===== src/rtl/csel_addsub_pipe_if.sv =====
// ----------------------------------------------------------------------------
// csel_addsub_pipe_if
// Operand/result handshake bundle for csel_addsub_pipe.
//   master : operand producer / result consumer side (drives operands, out_ready)
//   slave  : the adder/subtractor pipeline (drives in_ready and the result beat)
// Signals:
//   in_valid, in_ready, a, b, sub      operand beat (valid/ready)
//   out_valid, out_ready, sum,
//   carry_out, overflow, zero          result beat (valid/ready)
// ----------------------------------------------------------------------------
interface csel_addsub_pipe_if #(
   parameter int WIDTH = 16
);
   logic             in_valid;
   logic             in_ready;
   logic [WIDTH-1:0] a;
   logic [WIDTH-1:0] b;
   logic             sub;
   logic             out_valid;
   logic             out_ready;
   logic [WIDTH-1:0] sum;
   logic             carry_out;
   logic             overflow;
   logic             zero;

   modport master (
      output in_valid, a, b, sub, out_ready,
      input  in_ready, out_valid, sum, carry_out, overflow, zero
   );

   modport slave (
      input  in_valid, a, b, sub, out_ready,
      output in_ready, out_valid, sum, carry_out, overflow, zero
   );
endinterface


===== src/rtl/csel_addsub_pipe.sv =====
// ----------------------------------------------------------------------------
// csel_addsub_pipe
// Two-stage pipelined carry-select adder/subtractor with valid/ready flow
// control on both sides.
//   S1 : registers a, b ^ {WIDTH{sub}} and sub.
//   S2 : computes the carry-select sum and flags, registers them as the output.
// Latency: a beat accepted on one edge is presented after the following edge.
// Throughput: one beat per cycle while out_ready is high.
// Ports:
//   clk    rising-edge clock
//   rst_n  asynchronous active-low reset; in_ready rises on the first edge
//          after release
//   bus    csel_addsub_pipe_if.slave (operand in, result out)
// Parameters:
//   WIDTH  operand/result width, a multiple of BLOCK, >= 2
//   BLOCK  carry-select segment width
// Build option:
//   SATURATE_EN  when defined, an overflowing result is clamped to the most
//                positive/negative value; carry_out and overflow stay raw.
// ----------------------------------------------------------------------------
module csel_addsub_pipe #(
   parameter int WIDTH = 16,
   parameter int BLOCK = 4
) (
   input  logic               clk,
   input  logic               rst_n,
   csel_addsub_pipe_if.slave  bus
);
   localparam int NSEG = WIDTH / BLOCK;

   // Flow control
   logic ready_en;     // low from reset until the first edge after release
   logic s1_valid;
   logic s2_valid;
   logic adv1;
   logic adv2;
   logic accept;

   // Stage 1 state
   logic [WIDTH-1:0] s1_a;
   logic [WIDTH-1:0] s1_bi;
   logic             s1_sub;

   // Stage 2 (output) state
   logic [WIDTH-1:0] s2_sum;
   logic             s2_carry;
   logic             s2_ovf;
   logic             s2_zero;

   // Stage 2 combinational datapath
   logic [WIDTH-1:0] sum_raw;
   logic             carry_raw;
   logic             ovf_raw;
   logic [WIDTH-1:0] sum_final;
   logic [BLOCK:0]   seg_lo;
   logic [BLOCK:0]   seg_c0;
   logic [BLOCK:0]   seg_c1;
   logic             seg_carry;

   // A stage may advance when it is empty or its downstream slot frees up
   // this cycle; in_ready therefore follows out_ready combinationally.
   assign adv2         = !s2_valid || bus.out_ready;
   assign adv1         = !s1_valid || adv2;
   assign bus.in_ready = adv1 && ready_en;
   assign accept       = bus.in_valid && bus.in_ready;

   // Carry-select adder: segment 0 ripples from cin, every higher segment
   // computes both carry-in outcomes and the incoming carry picks one.
   // NOTE: every variable gets a default before any conditional logic so the
   // block stays purely combinational (no latches).
   always_comb begin
      sum_raw   = '0;
      seg_c0    = '0;
      seg_c1    = '0;
      seg_lo    = {1'b0, s1_a[BLOCK-1:0]} + {1'b0, s1_bi[BLOCK-1:0]}
                + {{BLOCK{1'b0}}, s1_sub};
      sum_raw[BLOCK-1:0] = seg_lo[BLOCK-1:0];
      seg_carry = seg_lo[BLOCK];
      for (int k = 1; k < NSEG; k++) begin
         seg_c0 = {1'b0, s1_a[k*BLOCK +: BLOCK]} + {1'b0, s1_bi[k*BLOCK +: BLOCK]};
         seg_c1 = {1'b0, s1_a[k*BLOCK +: BLOCK]} + {1'b0, s1_bi[k*BLOCK +: BLOCK]}
                + {{BLOCK{1'b0}}, 1'b1};
         sum_raw[k*BLOCK +: BLOCK] = seg_carry ? seg_c1[BLOCK-1:0] : seg_c0[BLOCK-1:0];
         seg_carry                 = seg_carry ? seg_c1[BLOCK]     : seg_c0[BLOCK];
      end
      carry_raw = seg_carry;
   end

   // Signed overflow: both addends share a sign that the result does not.
   assign ovf_raw = (s1_a[WIDTH-1] == s1_bi[WIDTH-1]) && (sum_raw[WIDTH-1] != s1_a[WIDTH-1]);

`ifdef SATURATE_EN
   // Overflow direction follows the sign of a (equal to the sign of bi).
   assign sum_final = !ovf_raw      ? sum_raw :
                      s1_a[WIDTH-1] ? {1'b1, {(WIDTH-1){1'b0}}} :
                                      {1'b0, {(WIDTH-1){1'b1}}};
`else
   assign sum_final = sum_raw;
`endif

   // NOTE: state is updated with non-blocking assignments so every register
   // samples the pre-edge values of the others.
   // NOTE: data registers are reset too, because the result is visible on the
   // port and must read zero during and right after reset.
   always_ff @(posedge clk or negedge rst_n) begin
      if (!rst_n) begin
         ready_en <= 1'b0;
         s1_valid <= 1'b0;
         s1_a     <= '0;
         s1_bi    <= '0;
         s1_sub   <= 1'b0;
         s2_valid <= 1'b0;
         s2_sum   <= '0;
         s2_carry <= 1'b0;
         s2_ovf   <= 1'b0;
         s2_zero  <= 1'b0;
      end else begin
         ready_en <= 1'b1;
         if (adv1) begin
            s1_valid <= accept;
         end
         if (accept) begin
            s1_a   <= bus.a;
            s1_bi  <= bus.b ^ {WIDTH{bus.sub}};
            s1_sub <= bus.sub;
         end
         if (adv2) begin
            s2_valid <= s1_valid;
         end
         // The output only changes when a real beat moves in, so a stalled
         // result stays stable.
         if (adv2 && s1_valid) begin
            s2_sum   <= sum_final;
            s2_carry <= carry_raw;
            s2_ovf   <= ovf_raw;
            s2_zero  <= (sum_final == '0);
         end
      end
   end

   assign bus.out_valid = s2_valid;
   assign bus.sum       = s2_sum;
   assign bus.carry_out = s2_carry;
   assign bus.overflow  = s2_ovf;
   assign bus.zero      = s2_zero;

endmodule

===== src/flat_wrapper.sv =====
// flat-port wrapper written by rule: the top's interface ports become plain ports
module csel_addsub_pipe_flat 
#(
   parameter int WIDTH = 16,
   parameter int BLOCK = 4
)
  (clk, rst_n, bus_in_valid, bus_a, bus_b, bus_sub, bus_out_ready, bus_in_ready, bus_out_valid, bus_sum, bus_carry_out, bus_overflow, bus_zero);
  csel_addsub_pipe_if #(.WIDTH(WIDTH)) bus_i ();
  input  logic clk;
  input  logic rst_n;
  input wire logic [$bits(bus_i.in_valid)-1:0] bus_in_valid;
  input wire logic [$bits(bus_i.a)-1:0] bus_a;
  input wire logic [$bits(bus_i.b)-1:0] bus_b;
  input wire logic [$bits(bus_i.sub)-1:0] bus_sub;
  input wire logic [$bits(bus_i.out_ready)-1:0] bus_out_ready;
  output wire logic [$bits(bus_i.in_ready)-1:0] bus_in_ready;
  output wire logic [$bits(bus_i.out_valid)-1:0] bus_out_valid;
  output wire logic [$bits(bus_i.sum)-1:0] bus_sum;
  output wire logic [$bits(bus_i.carry_out)-1:0] bus_carry_out;
  output wire logic [$bits(bus_i.overflow)-1:0] bus_overflow;
  output wire logic [$bits(bus_i.zero)-1:0] bus_zero;
  assign bus_i.in_valid = bus_in_valid;
  assign bus_i.a = bus_a;
  assign bus_i.b = bus_b;
  assign bus_i.sub = bus_sub;
  assign bus_i.out_ready = bus_out_ready;
  assign bus_in_ready = bus_i.in_ready;
  assign bus_out_valid = bus_i.out_valid;
  assign bus_sum = bus_i.sum;
  assign bus_carry_out = bus_i.carry_out;
  assign bus_overflow = bus_i.overflow;
  assign bus_zero = bus_i.zero;
  csel_addsub_pipe #(.WIDTH(WIDTH), .BLOCK(BLOCK)) u_core (.clk(clk), .rst_n(rst_n), .bus(bus_i));
endmodule

===== config.mk =====
export PLATFORM = sky130hd
export DESIGN_NAME = csel_addsub_pipe_flat
export DESIGN_NICKNAME = d
export VERILOG_FILES = /design/src/rtl/csel_addsub_pipe_if.sv /design/src/rtl/csel_addsub_pipe.sv /design/src/flat_wrapper.sv
export SDC_FILE = /design/constraint.sdc
export NUM_CORES = 1
export LEC_CHECK = 0
export CORE_ASPECT_RATIO = 0.75
export CORE_MARGIN = 8
export CORE_UTILIZATION = 25
export CTS_BUF_LIST = sky130_fd_sc_hd__clkbuf_16
export DETAILED_ROUTE_END_ITERATION = 10
export SLEW_MARGIN = 25
export SYNTH_ARGS = -nofsm -noshare
export SYNTH_HDL_FRONTEND = slang
export SYNTH_SLANG_ARGS = --single-unit

===== constraint.sdc =====
create_clock -name clk -period 4.2 [get_ports clk]
set_input_delay 0.63 -clock clk [delete_from_list [all_inputs] [get_ports clk]]
set_output_delay 0.63 -clock clk [all_outputs]
set_load 0.01 [all_outputs]

==> impl_metrics.tcl <==
set metrics [dict create \
    status "completed" \
    track_usage 0.0931 \
    rsz0062_at_grt "no" \
    slowest_stage "fa_1" \
    fillCellCount 1228 \
    port_buffers 57 \
    ys_types 43 \
    grt_pass1_wl_mm 12.5 \
    setup_viol 0 \
    drive_above_1_share 0.112 \
    cts.htree.levels 2 \
    vias 2212 \
    period_needed_ns 3.30 \
    start_kind "flip-flop" \
    antenna_found_initial 0 \
    area_growth_pct 28.0 \
    ios 58 \
    max_cap_viol_count 0 \
    num_rows 35 \
    setup_ws_ns 0.901 \
    place_ws_ns 0.891 \
    powerDensity_mw_per_mm2 542 \
    multi_input_area_sq_mm 0.00166 \
    dieWidth_microns 146 \
    insertedDiodeCount 0 \
    hold_viol_final 0 \
    power.leakage_nw 1.75 \
    worstPathMaxFanout 6 \
    worst_pin_slew_ns 0.679 \
    met2_length_mm 2.84 \
    cts_resized 0 \
    yosys.area.top_type_share 0.437 \
    path_class "flip-flop to flip-flop" \
    cts_sinks 55 \
    yosys-top-cells-area "dfrtp_1, xnor2_1, ha_1" \
    seq_area_frac_synth 0.437 \
    cp.arrival_ns 3.49 \
    irDropWorstVdd_mv 0.175 \
    wl_met3_microns 286 \
    die-area_sq_mm 0.0165 \
    synth_seq_cells 55 \
    ant_nets 0 \
    synth_top_area_cell "dfrtp_1" \
    cp_cell_sequence "ha_1 > inv_1 > fa_1 > inv_1 > ha_1 > a21boi_1 > nor4b_4 > xor2_2 > a21oi_2 > nor4b_4 > xnor3_1 > o31ai_2" \
    post_drt_wl_per_cell_microns 13.7 \
    grt_max_degree 51 \
    grt_overflow 0 \
    design_area_sq_mm 0.00403 \
    vias_per_cell 4.24 \
    start_util 0.256 \
    cp.required_ns 4.39 \
    core_area_sq_mm 0.0123 \
    place_area_sq_mm 0.00391 \
    cp.buffers_inverters 2 \
    numCtsBuffers 5 \
    layout.cells.non_filler 522 \
    max_stage_delay_ns 0.46 \
    timing.slew.headroom 0.548 \
    clk_pin_slew_worst_paths_ns 0.07 \
    regArea_sq_mm 0.00138 \
    die_h_microns 113 \
    syn_avg_cell_area_sq_um 10.5 \
    period_share 0.786 \
    yosysWarningCount 0 \
    cts_tree "done" \
    drv_slew 0 \
    wl_met1_mm 3.95 \
    dp_hpwl_mm 5.73 \
    drt_iter0_drc 92 \
    max_freq_ghz 0.303 \
    fin_tns_setup_ns 0 \
    final_core_util 0.328 \
    dp.cells 516 \
    root_buffer "clkbuf_16" \
    grt_pass1_vias 2447 \
    finalPower_mw 2.18 \
    cts_buffer_depth 2 \
    synth_edf_count 0 \
    postSynth.topFlopCell "dfrtp_1" \
    critical_path.top_delay_family "adder cells" \
    syn_inst 300 \
    drt_wl_total_mm 7.14 \
    globalplace.congestion 0.809 \
    first_pass_iters 4 \
    clock_skew_ns 0.00514 \
    drc_errors 0 \
    netlist_area_sq_mm 0.00315 \
    cts_setup_buffers 0 \
    nets 417 \
    cts_hold_buf 0 \
    holdWs_ns 0.381 \
    min_path_type "input pin to asynchronous set/reset pin" \
    cp-end-kind "flip-flop" \
    top_layer "met4" \
    insertion_delay_ns 0.29 \
    async_flop_share 1.00 \
    syn_nets 360 \
]
layer usage:
metal	GRT usage	vias up
li1	-	1117
met1	0.132	1040
met2	0.135	48
met3	0.0275	7
met4	0.0214	0
met5	0	-
registers in the layout (all words and copies together) (netlist names):
signal                cells
u_core.s1_bi             16
u_core.bus.overflow       1
u_core.bus.carry_out      1
u_core.ready_en           1
u_core.bus.zero           1
u_core.bus.out_valid      1
u_core.s1_sub             1
u_core.bus.sum           16
u_core.s1_valid           1
u_core.s1_a              16
Yosys cell counts (3+ instances only):
cell	number
mux2_2	20
inv_1	20
nor2_1	9
nand3_1	4
ha_1	18
dfrtp_1	55
nor3_1	3
xor2_1	9
xnor2_1	29
a21oi_1	13
clkbuf_1	7
nand2_1	35
buf_1	3
nand2b_1	5
a21o_1	4
fa_1	5
o21ai_0	29
path summary, 6_finish.rpt:
check | end | cells past startpoint | start | slack [ns]
worst max register to register | u_core.bus.overflow$_DFFE_PN0P_ | 12 | u_core.s1_bi[4]$_DFFE_PN0P_ | 0.90
max in group asynchronous | u_core.bus.sum[8]$_DFFE_PN0P_ | 2 | rst_n | 2.98
worst min register to register | u_core.bus.sum[10]$_DFFE_PN0P_ | 2 | u_core.bus.sum[10]$_DFFE_PN0P_ | 0.48
worst min-delay path | u_core.s1_bi[7]$_DFFE_PN0P_ | 1 | rst_n | 0.38
worst max-delay path | u_core.bus.overflow$_DFFE_PN0P_ | 12 | u_core.s1_bi[4]$_DFFE_PN0P_ | 0.90
min in group clk | u_core.bus.sum[10]$_DFFE_PN0P_ | 2 | u_core.bus.sum[10]$_DFFE_PN0P_ | 0.48
area by class of cell:
type / instances / area share
Timing Repair Buffer: 60 / 0.145
Tap cell: 166 / 0.0515
Clock buffer: 5 / 0.0310
Clock inverter: 1 / 0.000931
Inverter: 20 / 0.0186
Sequential cell: 55 / 0.341
Multi-Input combinational cell: 215 / 0.412
layout by cell type, fill, tap and decap left out, types with 2 or more instances in the layout:
master,instances
buf_2,2
dfrtp_1,55
clkdlybuf4s50_1,55
a21o_1,4
nor4b_4,2
ha_1,18
nand4b_1,2
nand3b_1,2
mux2_2,20
buf_4,3
o21ai_0,29
nor3_1,3
inv_1,21
clkbuf_16,5
xnor2_1,29
nand2b_1,5
a21oi_1,13
nand2_1,35
nor2_1,9
fa_1,5
nand3_1,4
xor2_1,9
mux2i_1,2
nor2b_1,2
a31oi_1,2
power breakdown:
part	switching (mW)	internal (mW)	total, mW	leakage (nW)
Sequential	0.0823	0.670	0.752	0.664
Combinational	0.523	0.520	1.04	1.01
Clock	0.176	0.213	0.389	0.0669
Total	0.781	1.40	2.18	1.75
cells by family (layout without fill, tap and decap cells):
group,after synthesis,after routing,synth area share
flip-flops,55,55,0.437
AO/OA/AOI/OAI,56,56,0.101
multiplexers,22,22,0.0779
other,1,1,0.00119
XOR/XNOR,40,40,0.118
AND/OR/NAND/NOR,73,73,0.126
adder cells (fa/ha/maj),23,23,0.103
buffers and inverters,30,86,0.0358
(Power assumes the default switching activity.)
